[src/rtl/button_conditioner.sv]
// rtl/button_conditioner.sv - synchronise, debounce and edge-detect active-low pushbuttons
//
// Per channel: two-flop synchroniser, a debounce counter that accepts a new
// level after DEBOUNCE_CYCLES consecutive differing synchronised samples, and
// one-cycle press/release pulses on the accepting edge.
//
// Optional auto-repeat on channels selected by REPEAT_MASK is built only when
// the macro BUTTON_AUTOREPEAT_EN is defined.
//
// Ports:
//   clk          system clock
//   reset_n      asynchronous active-low reset
//   btn_raw_n    raw button pins, active-low, asynchronous to clk
//   btn_n        debounced level, active-low, registered
//   btn_press    one-cycle pulse per accepted press (plus repeats when enabled)
//   btn_release  one-cycle pulse per accepted release
module button_conditioner #(
  parameter int                 NUM_BTN         = 4,
  parameter int                 DEBOUNCE_CYCLES = 250000,
  parameter int                 CNT_W           = 18,
  parameter int                 REPEAT_DELAY    = 12500000,
  parameter int                 REPEAT_PERIOD   = 2500000,
  parameter logic [NUM_BTN-1:0] REPEAT_MASK     = '0
) (
  input  logic               clk,
  input  logic               reset_n,
  input  logic [NUM_BTN-1:0] btn_raw_n,
  output logic [NUM_BTN-1:0] btn_n,
  output logic [NUM_BTN-1:0] btn_press,
  output logic [NUM_BTN-1:0] btn_release
);

  localparam logic [CNT_W-1:0] CNT_LAST = CNT_W'(DEBOUNCE_CYCLES - 1);

  logic [NUM_BTN-1:0] sync_s1;
  logic [NUM_BTN-1:0] sync_s2;
  logic [CNT_W-1:0]   cnt [NUM_BTN];
  logic [NUM_BTN-1:0] accept;
  logic [NUM_BTN-1:0] accept_press;
  logic [NUM_BTN-1:0] accept_release;
  logic [NUM_BTN-1:0] repeat_pulse;

  // A channel accepts on the edge that would see its D-th consecutive
  // differing sample; the counter never passes CNT_LAST.
  always_comb begin
    accept = '0;
    for (int i = 0; i < NUM_BTN; i++) begin
      accept[i] = (sync_s2[i] != btn_n[i]) && (cnt[i] == CNT_LAST);
    end
  end

  // When accepting, sync_s2 holds the new level: 0 means a press.
  assign accept_press   = accept & ~sync_s2;
  assign accept_release = accept &  sync_s2;

`ifdef BUTTON_AUTOREPEAT_EN
  localparam int REP_MAX = (REPEAT_DELAY > REPEAT_PERIOD) ? REPEAT_DELAY : REPEAT_PERIOD;
  localparam int REP_W   = $clog2(REP_MAX + 1);
  localparam logic [REP_W-1:0] DELAY_LAST  = REP_W'(REPEAT_DELAY - 1);
  localparam logic [REP_W-1:0] PERIOD_LAST = REP_W'(REPEAT_PERIOD - 1);

  logic [REP_W-1:0]   rep_cnt [NUM_BTN];
  logic [NUM_BTN-1:0] rep_armed;   // first repeat already issued: use PERIOD
  logic [NUM_BTN-1:0] rep_fire;

  // Repeats only while held and never on the edge that accepts the release.
  always_comb begin
    rep_fire = '0;
    for (int i = 0; i < NUM_BTN; i++) begin
      rep_fire[i] = REPEAT_MASK[i] && !btn_n[i] && !accept_release[i] &&
                    (rep_cnt[i] == (rep_armed[i] ? PERIOD_LAST : DELAY_LAST));
    end
  end

  always_ff @(posedge clk or negedge reset_n) begin
    if (!reset_n) begin
      rep_armed <= '0;
      for (int i = 0; i < NUM_BTN; i++) begin
        rep_cnt[i] <= '0;
      end
    end else begin
      for (int i = 0; i < NUM_BTN; i++) begin
        if (!REPEAT_MASK[i] || accept_press[i] || btn_n[i] || accept_release[i]) begin
          rep_cnt[i]   <= '0;
          rep_armed[i] <= 1'b0;
        end else if (rep_fire[i]) begin
          rep_cnt[i]   <= '0;
          rep_armed[i] <= 1'b1;
        end else begin
          rep_cnt[i]   <= rep_cnt[i] + REP_W'(1);
        end
      end
    end
  end

  assign repeat_pulse = rep_fire;
`else
  logic unused_repeat_cfg;
  assign unused_repeat_cfg = ^{REPEAT_MASK, REPEAT_DELAY, REPEAT_PERIOD};
  assign repeat_pulse      = '0;
`endif

  always_ff @(posedge clk or negedge reset_n) begin
    if (!reset_n) begin
      sync_s1     <= '1;
      sync_s2     <= '1;
      btn_n       <= '1;
      btn_press   <= '0;
      btn_release <= '0;
      for (int i = 0; i < NUM_BTN; i++) begin
        cnt[i] <= '0;
      end
    end else begin
      sync_s1     <= btn_raw_n;
      sync_s2     <= sync_s1;
      btn_n       <= btn_n ^ accept;
      btn_press   <= accept_press | repeat_pulse;
      btn_release <= accept_release;
      for (int i = 0; i < NUM_BTN; i++) begin
        // Any sample matching the stable level restarts the count.
        if ((sync_s2[i] == btn_n[i]) || accept[i]) begin
          cnt[i] <= '0;
        end else begin
          cnt[i] <= cnt[i] + CNT_W'(1);
        end
      end
    end
  end

endmodule

[config.mk]
export PLATFORM = sky130hd
export DESIGN_NAME = button_conditioner
export DESIGN_NICKNAME = d
export VERILOG_FILES = /design/src/rtl/button_conditioner.sv
export SDC_FILE = /design/constraint.sdc
export NUM_CORES = 1
export LEC_CHECK = 0
export CORE_MARGIN = 2
export CORE_UTILIZATION = 60
export CTS_CLUSTER_DIAMETER = 30
export DETAILED_ROUTE_END_ITERATION = 6
export PLACE_DENSITY = 0.78
export SETUP_SLACK_MARGIN = 0.05
export SLEW_MARGIN = 40
export SYNTH_ARGS = -nofsm -noshare
export SYNTH_HDL_FRONTEND = slang
export SYNTH_SLANG_ARGS = --single-unit
[constraint.sdc]
create_clock -name clk -period 6.4 [get_ports clk]
set_clock_uncertainty 0.2 [all_clocks]
set_input_delay 0.96 -clock clk [delete_from_list [all_inputs] [get_ports clk]]
set_output_delay 0.96 -clock clk [all_outputs]
set_load 0.01 [all_outputs]
==> After elaboration in Yosys (flattened, before gate mapping) <==
Cells that the tools add are included.
{ "op_classes": {"n_eq_ne": 12, "reduce_logical": 8, "n_addsub": 4, "n_bitwise": 4, "muxes": 4} }
{ "op_table": {"columns": ["op", "n"], "rows": [
  ["adder 18 x 1 -> 18 bit, second input constant", 4],
  ["== test 18 bit, second input constant", 4],
  ["two-way mux 18 bit", 4],
  ["bitwise AND 4 bit", 2],
  ["== test 1 bit", 4],
  ["logical AND 1 bit", 4],
  ["logical OR 1 bit", 4],
  ["inequality test 1 bit", 4],
  ["NOT 4 bit", 1],
  ["XOR 4 bit", 1]
]} }
{ "totals": {"out_inout_bits": 12, "word_cells": 41, "ff_bits": 92, "input_bits": 6} }

==> Logic depth before layout (Yosys ltp) <==
{ "depth": {"word_depth": 4, "depth_mapped": 6, "depth_no_buf": 5} }

==> Least setup slack after synthesis <==
Ideal clock, no wire load.
{ "synth_timing": {"path_kind": "register to register", "startpoint": "register cnt[36] (netlist bit)", "endpoint": "register cnt[52] (netlist bit)", "setup_ns": 0.078, "required_ns": 6.122, "path_buffers": 0, "path_stages_with_launch": 6, "synth_period_minus_slack_ns": 2.021, "arrival_time_ns": 1.743, "slack_ns": 4.379, "cell_sequence": "dfrtp_1 -> ha_1 -> nand4_1 -> nor4_1 -> or3b_2 -> a21oi_1"} }
{ "synth_between": {"elab_chain_cells": 4, "elab_cells_between_ends": 5, "classes_between": "add/sub: 1; eq/ne: 1; mux: 1; reduce/logical: 2"} }
{ "synth_rtl": {"columns": ["item", "line", "rtl"], "rows": [
  ["start, declared", "37", "logic [CNT_W-1:0] cnt [NUM_BTN];"],
  ["start signal, assigned by index", "124", "cnt[i] <= cnt[i] + CNT_W'(1);"],
  ["branches (longest 3 deep; another with adder 18 x 1 -> 18 bit)", null, null],
  ["two-way mux 18 bit *", "121", "if ((sync_s2[i] == btn_n[i]) || accept[i]) begin"]
]} }
Mark *: on every way between the ends.

==> qor.yml <==
rsz0062_at_grt: "no"
syn-instance-count: 406
post_cts_buffers: 0
synth_cell_types: 38
die_h_um: 88.5
numClockSinks: 92
totalWireLength_mm: 7.81
drt_pass1_iterations: 4
numPortBuffers: 17
ys_seq_area_share_pct: 54.1
required_ns: 5.24
relSlewSlack_pct: 53.0
startpoint_type: "flip-flop"
drive_gt1_share_pct: 10.4
cts_hold_buf: 0
yosys_register_bits: 92
die_w_um: 88.5
cts_made_buffers: 9
drtIter0Drc: 181
cts.path.max_buffers: 2
cts_root_buffer: "clkbuf_8"
nFillCells: 514
drv_cap: 0
syn-num-nets: 416
timing.final.crit_period_ns: 2.68
wl_per_cell_um: 14.8
ir_drop_mv: 0.136
cp_cell_sequence: "clkdlybuf4s50_1"
tightest_slew_ns: 0.705
critical_path_class: "flip-flop to output port"
cpPeakStageDelay_ns: 0.60
final_hold_viol_count: 0
syn_to_final_growth_pct: 11.2
cts_max_level: 3
final.period_utilization_pct: 41.9
routabilityCongestion: 0.812
antennaDiodeCount: 0
antenna_found_initial: 0
register_area_mm2: 0.00232
path_max_fanout: 5
hpwl_mm: 5.20
hold_path_class: "flip-flop to flip-flop"
ys_warn_count: 0
grt_pass1_vias: 2920
max_freq_mhz: 373
setup-violations-final: 0
fin_util_pct: 69.7
clkLatencyLatePin_ns: 0.35
arrival_ns: 1.52
die-area_mm2: 0.00783
grt_max_degree: 51
grt_overflow: 0
power.leakage_nw: 1.92
crit_slowest_cell: "dfstp_2"
detail-route-antenna-nets: 0
final_cell_mix: "80 x dfrtp_1, 62 x nor2_1, 29 x xnor2_1"
end_kind: "output port"
setup_tns_ns: 0
cts.clk_slew.worst_paths_ns: 0.09
cts-resized-gates: 0
drc_errors: 0
slew_violations: 0
synth_area_mm2: 0.00428
final_common_cell: "dfrtp_1"
fp.coreArea_mm2: 0.00683
num_vias: 3093
cts_tree: "built"
critPathTopFamily: "flip-flops"
syn_avg_cell_area_um2: 10.5
status: "complete, no violations"
initial_core_util_pct: 62.7
p_per_area_mw_per_mm2: 214
critPathBufInv: 1
rows: 30
multi_input_area_mm2: 0.00192
grt_pass1_wl_mm: 13.6
viasPerCell: 5.85
final_nets: 438
grt_util_all_layers_pct: 22.2
ios: 18
==> area by class of cell <==
class                   count  share of cell area [%]
clock buffers              12                    3.05
clock inverters             4                    1.03
inverters                   6                   0.473
multi-input cells         300                    40.3
flip-flops and latches     92                    48.7
well taps                  96                    2.52
repair buffers             19                    3.92
==> kinds of logic (layout without fill, tap and decap cells) <==
| kind of cell | Yosys count | count (layout) | synth area share [%] |
|---|---|---|---|
| buffers and inverters | 14 | 41 | 1.32 |
| adders and majority gates | 4 | 4 | 1.17 |
| DFF | 92 | 92 | 54.1 |
| and+or+nand+nor | 206 | 206 | 26.4 |
| xor gates and xnor gates | 54 | 54 | 11.0 |
| muxes | 4 | 4 | 1.14 |
| AOI/OAI and AO/OA | 32 | 32 | 4.76 |
==> registers in the layout, summed over array words and instances (netlist names), named ones only <==
name / count
btn_release: 4
sync_s2: 4
cnt: 72
btn_press: 4
sync_s1: 4
==> worst reg2reg max path: cells and delay by family, from the launching register on <==
kind / cells / cell delay [ns]
AO/OA/AOI/OAI: 1 / 0.15
flip-flops: 1 / 0.41
adder cells (fa/ha/maj): 1 / 0.24
AND/OR/NAND/NOR: 3 / 1.20
==> synthesized netlist by cell type, drive strengths merged <==
cell | n | area, µm²
inv | 6 | 22.5
nor4b | 2 | 17.5
or3 | 5 | 31.3
nand4 | 27 | 181
nor2b | 3 | 18.8
mux2 | 4 | 48.8
nand2 | 21 | 78.8
or2 | 2 | 12.5
nor4bb | 2 | 20.0
clkbuf | 5 | 18.8
dfstp | 12 | 315
nor3 | 10 | 50.1
o41ai | 2 | 36.3
xor2 | 25 | 219
nor4 | 8 | 56.3
and3 | 11 | 70.1
buf | 3 | 15.0
xnor2 | 29 | 254
or3b | 1 | 8.76
or4 | 8 | 63.8
o21ai | 9 | 45.0
dfrtp | 80 | 2000
nor3b | 8 | 60.1
nor2 | 62 | 233
ha | 4 | 50.1
and2 | 3 | 18.8
a21oi | 14 | 70.1
nand3 | 21 | 105
o31ai | 7 | 52.6
nand4b | 2 | 17.5
and4 | 10 | 87.6
==> power breakdown <==
group,switching [W],internal (W),total [W]
sequential,0.00000883,0.000592,0.000601
clock,0.000192,0.000191,0.000383
combinational,0.0000233,0.0000112,0.0000345
==> through the flow <==
step / hold WS [ns] / total power, W / std cells / area (µm²) / worst slack (ns)
after CTS: 0.159 / 0.00103 / 529 / 4760 / 3.71
after global routing: 0.163 / 0.00106 / 529 / 4760 / 3.69
final: 0.159 / 0.00102 / 529 / 4760 / 3.72
after floorplan: 0.145 / 0.000625 / 406 / 4280 / 4.38
after global placement: 0.146 / 0.000644 / 512 / 4540 / 4.03
after detailed placement: 0.147 / 0.000647 / 513 / 4560 / 4.11
==> per-layer routing <==
metal | GRT usage [%] | part of all wire, % | vias to the layer above
met2 | 34.9 | 48 | 62
li1 | - | - | 1498
met4 | 7.71 | 2.0 | 0
met5 | 0 | 0 | -
met3 | 3.73 | 4.0 | 16
met1 | 31.5 | 46 | 1517
==> worst paths after layout <==
kind                            start          to  slack [ns]  cells past startpoint
max in group asynchronous     reset_n     cnt[60]        4.58                      2
max reg2reg                   cnt[36]     cnt[52]        4.15                      5
min in group asynchronous     reset_n     cnt[17]        0.38                      1
max                         flip-flop    btn_n[2]        3.72                      1
min                        sync_s1[2]  sync_s2[2]        0.16                      0
min reg2reg                sync_s1[2]  sync_s2[2]        0.16                      0
No activity file was read; power rests on OpenSTA's default activity.
